===== src/rtl/ps2_pkg.sv =====
// ps2_pkg: constants and RX state encoding shared by the PS/2 receiver files.
//   PS2_BREAK      - break (key release) prefix byte
//   PS2_EXT        - extended key prefix byte
//   PS2_FRAME_BITS - start + 8 data + parity + stop
package ps2_pkg;
   localparam logic [7:0] PS2_BREAK      = 8'hF0;
   localparam logic [7:0] PS2_EXT        = 8'hE0;
   localparam int         PS2_FRAME_BITS = 11;

   typedef enum logic [1:0] {
      IDLE  = 2'd0,
      SHIFT = 2'd1,
      CHECK = 2'd2
   } rx_state_t;
endpackage


===== src/rtl/ps2_clk_filter.sv =====
// ps2_clk_filter: two-flop synchronizers for ps2_clk/ps2_data, a glitch filter
// on the clock and a one-cycle pulse on each filtered falling edge.
//   clk, reset - system clock, synchronous active-high reset
//   ps2_clk    - raw PS/2 clock (asynchronous)
//   ps2_data   - raw PS/2 data (asynchronous)
//   data_s     - synchronized ps2_data
//   fall_tick  - registered pulse on a filtered 1->0 clock transition
module ps2_clk_filter #(
   parameter int FILTER_LEN = 8
) (
   input  logic clk,
   input  logic reset,
   input  logic ps2_clk,
   input  logic ps2_data,
   output logic data_s,
   output logic fall_tick
);
   localparam int CW = $clog2(FILTER_LEN + 1);

   logic [1:0]    clk_sync;
   logic [1:0]    data_sync;
   logic          filt;
   logic [CW-1:0] cnt;

   assign data_s = data_sync[1];

   always_ff @(posedge clk) begin
      if (reset) begin
         clk_sync  <= 2'b11;
         data_sync <= 2'b11;
         filt      <= 1'b1;
         cnt       <= '0;
         fall_tick <= 1'b0;
      end else begin
         clk_sync  <= {clk_sync[0], ps2_clk};
         data_sync <= {data_sync[0], ps2_data};
         fall_tick <= 1'b0;
         if (clk_sync[1] == filt) begin
            cnt <= '0;
         end else if (cnt == CW'(FILTER_LEN - 1)) begin
            // FILTER_LEN-th consecutive disagreeing sample: accept the new level.
            // A flip away from 1 is a falling edge.
            filt      <= clk_sync[1];
            cnt       <= '0;
            fall_tick <= filt;
         end else begin
            cnt <= cnt + 1'b1;
         end
      end
   end
endmodule


===== src/rtl/ps2_scan_rx.sv =====
// ps2_scan_rx: PS/2 keyboard receiver. Deframes device-to-host frames, checks
// odd parity and stop bit, strips F0/E0 prefixes and presents one make code
// per key press.
//   clk, reset - system clock, synchronous active-high reset
//   ps2_clk    - raw PS/2 clock from connector
//   ps2_data   - raw PS/2 data from connector
//   key_code   - last accepted make code, held until the next accept
//   key_ext    - make code was preceded by E0, held with key_code
//   key_valid  - one-cycle pulse when key_code/key_ext update
//   frame_err  - one-cycle pulse on start, parity, stop or timeout error
module ps2_scan_rx
   import ps2_pkg::*;
#(
   parameter int FILTER_LEN     = 8,
   parameter int TIMEOUT_CYCLES = 50000
) (
   input  logic       clk,
   input  logic       reset,
   input  logic       ps2_clk,
   input  logic       ps2_data,
   output logic [7:0] key_code,
   output logic       key_ext,
   output logic       key_valid,
   output logic       frame_err
);
   localparam int TW = $clog2(TIMEOUT_CYCLES + 1);

   logic          data_s;
   logic          fall_tick;
   rx_state_t     state, state_nx;
   logic [3:0]    bit_cnt;
   logic [9:0]    shreg;
   logic [TW-1:0] to_cnt;
   logic          brk_flag, ext_flag;
   logic          start_err, to_err, chk_good, chk_bad;
   logic          frame_ok;

   ps2_clk_filter #(.FILTER_LEN(FILTER_LEN)) u_filt (
      .clk       (clk),
      .reset     (reset),
      .ps2_clk   (ps2_clk),
      .ps2_data  (ps2_data),
      .data_s    (data_s),
      .fall_tick (fall_tick)
   );

   // shreg[7:0] data (LSB first), shreg[8] parity, shreg[9] stop
   assign frame_ok = (^shreg[8:0]) & shreg[9];

   always_ff @(posedge clk) begin
      if (reset) state <= IDLE;
      else       state <= state_nx;
   end

   always_comb begin
      state_nx  = state;
      start_err = 1'b0;
      to_err    = 1'b0;
      chk_good  = 1'b0;
      chk_bad   = 1'b0;
      case (state)
         IDLE: begin
            if (fall_tick) begin
               if (!data_s) state_nx  = SHIFT;
               else         start_err = 1'b1;
            end
         end
         SHIFT: begin
            if (fall_tick) begin
               if (bit_cnt == 4'd9) state_nx = CHECK;
            end else if (to_cnt == TW'(TIMEOUT_CYCLES - 1)) begin
               to_err   = 1'b1;
               state_nx = IDLE;
            end
         end
         CHECK: begin
            state_nx = IDLE;
            if (frame_ok) chk_good = 1'b1;
            else          chk_bad  = 1'b1;
         end
         default: state_nx = IDLE;
      endcase
   end

   always_ff @(posedge clk) begin
      if (reset) begin
         bit_cnt   <= '0;
         shreg     <= '0;
         to_cnt    <= '0;
         brk_flag  <= 1'b0;
         ext_flag  <= 1'b0;
         key_code  <= 8'h00;
         key_ext   <= 1'b0;
         key_valid <= 1'b0;
         frame_err <= 1'b0;
      end else begin
         key_valid <= 1'b0;
         frame_err <= start_err | to_err | chk_bad;

         if (state == IDLE) begin
            bit_cnt <= '0;
            to_cnt  <= '0;
         end else if (state == SHIFT) begin
            if (fall_tick) begin
               shreg   <= {data_s, shreg[9:1]};
               bit_cnt <= bit_cnt + 1'b1;
               to_cnt  <= '0;
            end else begin
               to_cnt  <= to_cnt + 1'b1;
            end
         end

         // Prefix flags survive timeouts and bad frames; only a completed
         // release sequence or a delivered make code clears them.
         if (chk_good) begin
            if (shreg[7:0] == PS2_BREAK) begin
               brk_flag <= 1'b1;
            end else if (shreg[7:0] == PS2_EXT) begin
               ext_flag <= 1'b1;
            end else if (brk_flag) begin
               brk_flag <= 1'b0;
               ext_flag <= 1'b0;
            end else begin
               key_code  <= shreg[7:0];
               key_ext   <= ext_flag;
               key_valid <= 1'b1;
               ext_flag  <= 1'b0;
            end
         end
      end
   end
endmodule

===== config.mk =====
export PLATFORM = sky130hd
export DESIGN_NAME = ps2_scan_rx
export DESIGN_NICKNAME = d
export VERILOG_FILES = /design/src/rtl/ps2_pkg.sv /design/src/rtl/ps2_clk_filter.sv /design/src/rtl/ps2_scan_rx.sv
export SDC_FILE = /design/constraint.sdc
export NUM_CORES = 1
export LEC_CHECK = 0
export CORE_MARGIN = 1.5
export CORE_UTILIZATION = 30
export CTS_CLUSTER_SIZE = 28
export DETAILED_ROUTE_END_ITERATION = 10
export REMOVE_ABC_BUFFERS = 1
export SLEW_MARGIN = 20
export SYNTH_ARGS = -nofsm -noshare
export SYNTH_HDL_FRONTEND = slang
export SYNTH_SLANG_ARGS = --single-unit
export TNS_END_PERCENT = 1

===== constraint.sdc =====
create_clock -name clk -period 2.45 [get_ports clk]
set_clock_uncertainty 0.2 [all_clocks]
set_input_delay 0.245 -clock clk [delete_from_list [all_inputs] [get_ports clk]]
set_output_delay 0.245 -clock clk [all_outputs]
set_load 0.02 [all_outputs]

== Word-level counts from Yosys, hierarchy flattened ==
Index checks and enable logic that the tools add are counted.

* Bits in registers: 55
* Output and inout port bits: 11
* Word-level logic and storage cells: 75

* $add $sub $neg: 3
* Eq/ne operators: 13
* Mux-type cells: 21
* Bitwise gates (word level): 10
* Reduce and logical (&&, ||, !) cells: 13

{| class="wikitable"
|+ Operators with widths
! kind !! number
|-
| 16-bit by 1-bit adder with 16-bit output (second input constant) || 1
|-
| 16-bit == test (second input constant) || 1
|-
| 8-bit == test (second input constant) || 2
|-
| 16-bit 2-to-1 mux || 1
|-
| 1-bit 2-to-1 mux || 14
|-
| 2-bit 2-to-1 mux || 5
|-
| 9-bit parity || 1
|-
| 4-bit by 1-bit adder with 4-bit output (second input constant) || 2
|-
| 2-bit AND reduction || 4
|-
| 4-bit AND reduction || 2
|-
| 1-bit NOT || 7
|-
| 3-bit OR reduction || 2
|-
| 4-bit by 3-bit == test with 1-bit output (second input constant) || 1
|-
| 4-bit == test (second input constant) || 1
|-
| 2-bit != test (second input constant) || 2
|-
| 2-bit case mux with 2 select lines || 1
|-
| 4-bit OR reduction || 1
|-
| 3-bit by 2-bit != test with 1-bit output (second input constant) || 1
|-
| 3-bit != test (second input constant) || 1
|-
| 3-bit AND reduction || 1
|-
| 2-bit by 1-bit == test with 1-bit output (second input constant) || 1
|-
| 2-bit == test (second input constant) || 1
|-
| 2-bit zero test || 1
|-
| 2-bit by 1-bit != test with 1-bit output (second input constant) || 1
|-
| other kinds (4) || 5
|}

== Longest topological paths before layout ==
* Depth in word-level cells: 6
* Mapped depth: 6
* Depth with buffers taken out: 6

== Modules after synthesis ==
From an unflattened synthesis, not the netlist that was laid out.

* Cell total of the unflattened synthesis: 273
* Area total of the unflattened synthesis: 2439.8 um2

{| class="wikitable"
|+ Modules (own cells, without submodules)
! module !! instances !! cells each !! area an instance (um2) !! sequential area each (um2)
|-
| ps2_scan_rx || 1 || 244 || 2105.8 || 900.9
|-
| ps2_clk_filter || 1 || 29 || 334.1 || 200.2
|}

== Least setup slack after synthesis ==
OpenSTA, ideal clock, no wires.

* Kind: reg-to-reg
* Start: reg shreg[6]
* End: reg key_code[0]
* Setup time: 0.072 ns
* Data arrival time: 1.934 ns
* Data required time: 2.178 ns
* Setup slack: 0.245 ns
* Cell stages (with the launch flop): 6
* Buffers on the path: 0
* Clock period less this slack: 2.205 ns
* Path through: dfxtp_1 ha_1 xnor3_2 xnor2_2 nor4_4 mux2i_1

* Cells in the longest elaborated chain, start to end: 5
* Elaborated cells between the ends (all ways): 9
* Those cells by class: eq/ne: 2; mux: 2; bitwise: 3; reduce/logical: 2

{| class="wikitable"
|+ RTL lines
! element !! line !! RTL
|-
| start: declaration || ps2_scan_rx.sv:32 || <nowiki>logic [9:0] shreg;</nowiki>
|-
| start signal: assignment || ps2_scan_rx.sv:105 || <nowiki>shreg <= {data_s, shreg[9:1]};</nowiki>
|-
| 9-bit parity || ps2_scan_rx.sv:48 || <nowiki>assign frame_ok = (^shreg[8:0]) & shreg[9];</nowiki>
|-
| 1-bit bitwise AND || ps2_scan_rx.sv:48 ||
|-
| 1-bit 2-to-1 mux || ps2_scan_rx.sv:78 || <nowiki>if (frame_ok) chk_good = 1'b1;</nowiki>
|-
| 1-bit 2-to-1 mux || ps2_scan_rx.sv:61 || <nowiki>case (state)</nowiki>
|-
| 4-bit AND reduction (no line) * || - ||
|-
| end signal: assignment || ps2_scan_rx.sv:124 || <nowiki>key_code <= shreg[7:0];</nowiki>
|-
| end: declaration || ps2_scan_rx.sv:21 || <nowiki>output logic [7:0] key_code,</nowiki>
|}

Every way passes the cells marked *; elsewhere a longest branch is shown, timed or not.
A chain may end at the register's enable or synchronous reset.

== Worst setup path in the final report ==
* Start: reg shreg[6]
* End: reg key_ext

* Cells in the longest elaborated chain, start to end: 5
* Elaborated cells between the ends (all ways): 9
* Those cells by class: eq/ne: 2; mux: 2; bitwise: 3; reduce/logical: 2

{| class="wikitable"
|+ RTL lines
! element !! line !! RTL
|-
| 9-bit parity || ps2_scan_rx.sv:48 ||
|-
| 1-bit bitwise AND || ps2_scan_rx.sv:48 ||
|-
| 1-bit 2-to-1 mux || ps2_scan_rx.sv:78 ||
|-
| 1-bit 2-to-1 mux || ps2_scan_rx.sv:61 ||
|-
| 4-bit AND reduction (no line) * || - ||
|-
| end signal: assignment || ps2_scan_rx.sv:125 || <nowiki>key_ext <= ext_flag;</nowiki>
|-
| end: declaration || ps2_scan_rx.sv:22 || <nowiki>output logic key_ext,</nowiki>
|}

Marks and branches as above.

==> flow_metrics.tcl <==
set metrics [dict create \
    outcome "completed" \
    final-setup-viol-count 0 \
    total_power_mw 1.548 \
    r2r_cells 5 \
    grt_pass1_wl_um 7893 \
    grt_pass1_vias 1691 \
    via_count 1853 \
    grt_usage_pct 11.31 \
    fin_crit_ps 2253 \
    seqPwrFrac_pct 58.1 \
    cts_made_buffers 5 \
    timing.final.crit_share_pct 91.95 \
    worst-setup-path-type "reg2reg" \
    cts_root_buffer "clkbuf_8" \
    htree_levels 2 \
    num_rows 32 \
    grt_max_degree 24 \
    hold_viol 0 \
    final_antenna_net_count 0 \
    drc 0 \
    clk_latency_ps 320 \
    drive_gt1_share_pct 7.958 \
    synth_xor_area_share_pct 6.792 \
    hp-class "reg2reg" \
    synth_area_um2 2395 \
    internal-power_mw 1.214 \
    cap_violations 0 \
    synth_edf_count 0 \
    io_pins 15 \
    cts_tree "done" \
    synth_top_family_by_area "simple AND/OR/NAND/NOR gates" \
    synth-simple-area-share_pct 26.12 \
    ys_async_sr_fraction_pct 0 \
    hpwl_um 3024 \
    drtIter0Drc 109 \
    synth_fa_ha_area_share_pct 4.702 \
    syn_area_per_cell_um2 8.837 \
    die_area_um2 8528 \
    critical_path_arrival_ps 2270 \
    ys_ff_latch 55 \
    whs_path_depth 1 \
    worstSetupStartpoint "shreg[6]" \
    worstMarginPinSlew_ps 549.9 \
    place.gp.congestion 0.7897 \
    grt_setup_unrepaired "false" \
    final_core_util_pct 35.99 \
    finalSetupTns_ps 0 \
    worstSetupStartpointType "register" \
    routed_wl_um 4404 \
    die_h_um 92.35 \
    cts_num_sinks 55 \
    port_buffers 14 \
    fp.dieW_um 92.35 \
    cts-hold-fix-buffers 0 \
    num-nets-final 301 \
    drtPass1Iterations 4 \
    grt-ovfl-total 0 \
    r2r_start "shreg[6]" \
    crit_fanout 7 \
    min_to "u_filt.data_sync[1]" \
    power.static_leakage_nw 0.9044 \
    wire_per_inst_um 11.26 \
    yosysSeqAreaShare_pct 45.98 \
    start_util_pct 30.99 \
    synth-compound-area-share_pct 8.203 \
    crit_path_end_kind "register" \
    ys_types 41 \
    fillCellCount 781 \
    p_switching_mw 0.3337 \
    muxShareOfSynthArea_pct 5.068 \
    post_drt_via_cell_ratio 4.739 \
    cellPowerDensity_nw_per_um2 556.4 \
    relSlewSlack_pct 63.27 \
    syn_inst 271 \
    yosys_warnings 0 \
    clk_pin_slew_worst_paths_ps 110 \
    vdd_ir_drop_max_v 0.0002263 \
    swShare_pct 21.56 \
    drv_slew 0 \
    grt_antenna_before_repair 0 \
    r2r-end "key_ext" \
    cts-resized-gates 0 \
    pwr-share-comb_pct 1.4 \
    crit_required_ps 2460 \
    p_clk_share_pct 40.6 \
    synth_ff_type "dfxtp_1" \
    placeableCoreArea_um2 7727 \
    cts_buffer_depth 2 \
    min_from "u_filt.data_sync[0]" \
    antenna-diode-count 0 \
    cts_setup_buffers 0 \
    max_freq_mhz 443.9 \
    area_delta_synth_final_pct 16.14 \
    r2r_slack_ps 200 \
]
## cell type report
| type | instances | area (um2) | share of cell area [%] |
|---|---|---|---|
| inverter | 11 | 41.29 | 1.484 |
| sequential | 55 | 1101 | 39.59 |
| timing repair buffer | 19 | 177.7 | 6.388 |
| multi-input combinational | 196 | 1219 | 43.81 |
| clock buffer | 5 | 68.82 | 2.474 |
| clock inverter | 3 | 46.29 | 1.664 |
| tap | 102 | 127.6 | 4.588 |
## stage by stage
stage | worst slack (ps) | cell area (um2) | instances | hold slack [ps]
detailed placement | 223.4 | 2666 | 383 | 198.9
global route | 109.3 | 2781 | 391 | 232.4
CTS | 192.0 | 2781 | 391 | 226.6
global placement | 239.6 | 2666 | 383 | 192.8
finish | 197.3 | 2781 | 391 | 222.0
floorplan | 244.5 | 2361 | 262 | 114.1
## registers in the layout, indices dropped and copies added, names as in the netlist
name and flops:
bit_cnt 4, shreg 10, u_filt.clk_sync 2, state 2
ext_flag 1, to_cnt 16, key_ext 1, u_filt.data_sync 2
u_filt.filt 1, u_filt.fall_tick 1, u_filt.cnt 4, brk_flag 1
key_code 8, key_valid 1, frame_err 1
## synthesized netlist by cell type (2+ instances only)
master / n / share of area (%)
a21oi_1: 17 / 3.6
a31oi_1: 2 / 0.52
and3_1: 3 / 0.78
clkbuf_1: 9 / 1.4
dfxtp_1: 55 / 46
ha_1: 9 / 4.7
inv_1: 10 / 1.6
mux2i_1: 11 / 4.6
nand2_1: 51 / 8.0
nand3_1: 10 / 2.1
nand4_1: 6 / 1.6
nand4b_1: 2 / 0.73
nor2_1: 23 / 3.6
nor2b_1: 2 / 0.52
nor3_1: 2 / 0.42
nor4_1: 2 / 0.52
o21ai_0: 6 / 1.3
o31ai_1: 4 / 1.3
or2_2: 5 / 1.3
or3_1: 5 / 1.3
or4_1: 5 / 1.6
xnor2_1: 6 / 2.2
xor2_1: 8 / 2.9
## placed cells by master (no fill, tap or decap), types with 5 or more instances in the layout
cell / n
xor2_1: 8
o21ai_0: 6
or4_1: 5
xnor2_1: 6
clkbuf_8: 5
dfxtp_1: 55
nand3_1: 10
nor2_1: 23
clkdlybuf4s50_1: 14
ha_1: 9
nand4_1: 6
inv_1: 10
or2_2: 5
or3_1: 5
mux2i_1: 11
a21oi_1: 17
buf_4: 5
nand2_1: 51
## worst max-delay path by stage
stage	cells after the start	end
floorplan	5	key_code[0]
global placement	5	key_ext
detailed placement	5	key_ext
CTS	5	key_ext
global route	5	key_ext
finish	5	key_ext
## metal layers
metal	track usage (%)	routed length (um)	vias up
met3	2.135	114	5
li1	-	-	966
met1	15.79	2360	861
met5	0	0	-
met4	3.846	70	0
met2	17.40	1859	21
## worst max-delay path: stages (launching register included)
cell	delay [ps]
dfxtp_1	350
ha_1	310
xnor3_2	380
xnor2_2	200
or4_1	550
mux2i_1	150
## cell families after synthesis
family	after synthesis
xor gates and xnor gates	16
and+or+nand+nor	125
muxes	12
adders and majority gates	9
DFF	55
AOI/OAI and AO/OA	34
buffers and inverters	20
## power by group through the flow
stage	Combinational (mW)	Clock [mW]	Sequential, mW
3_5_place_dp	0.0213	0	0.919
2_1_floorplan	0.00765	0	0.919
3_3_place_gp	0.0210	0	0.919
4_1_cts	0.0217	0.643	0.899
6_report	0.0211	0.628	0.899
5_1_grt	0.0236	0.680	0.899
Power figures use the tool's default switching activity.
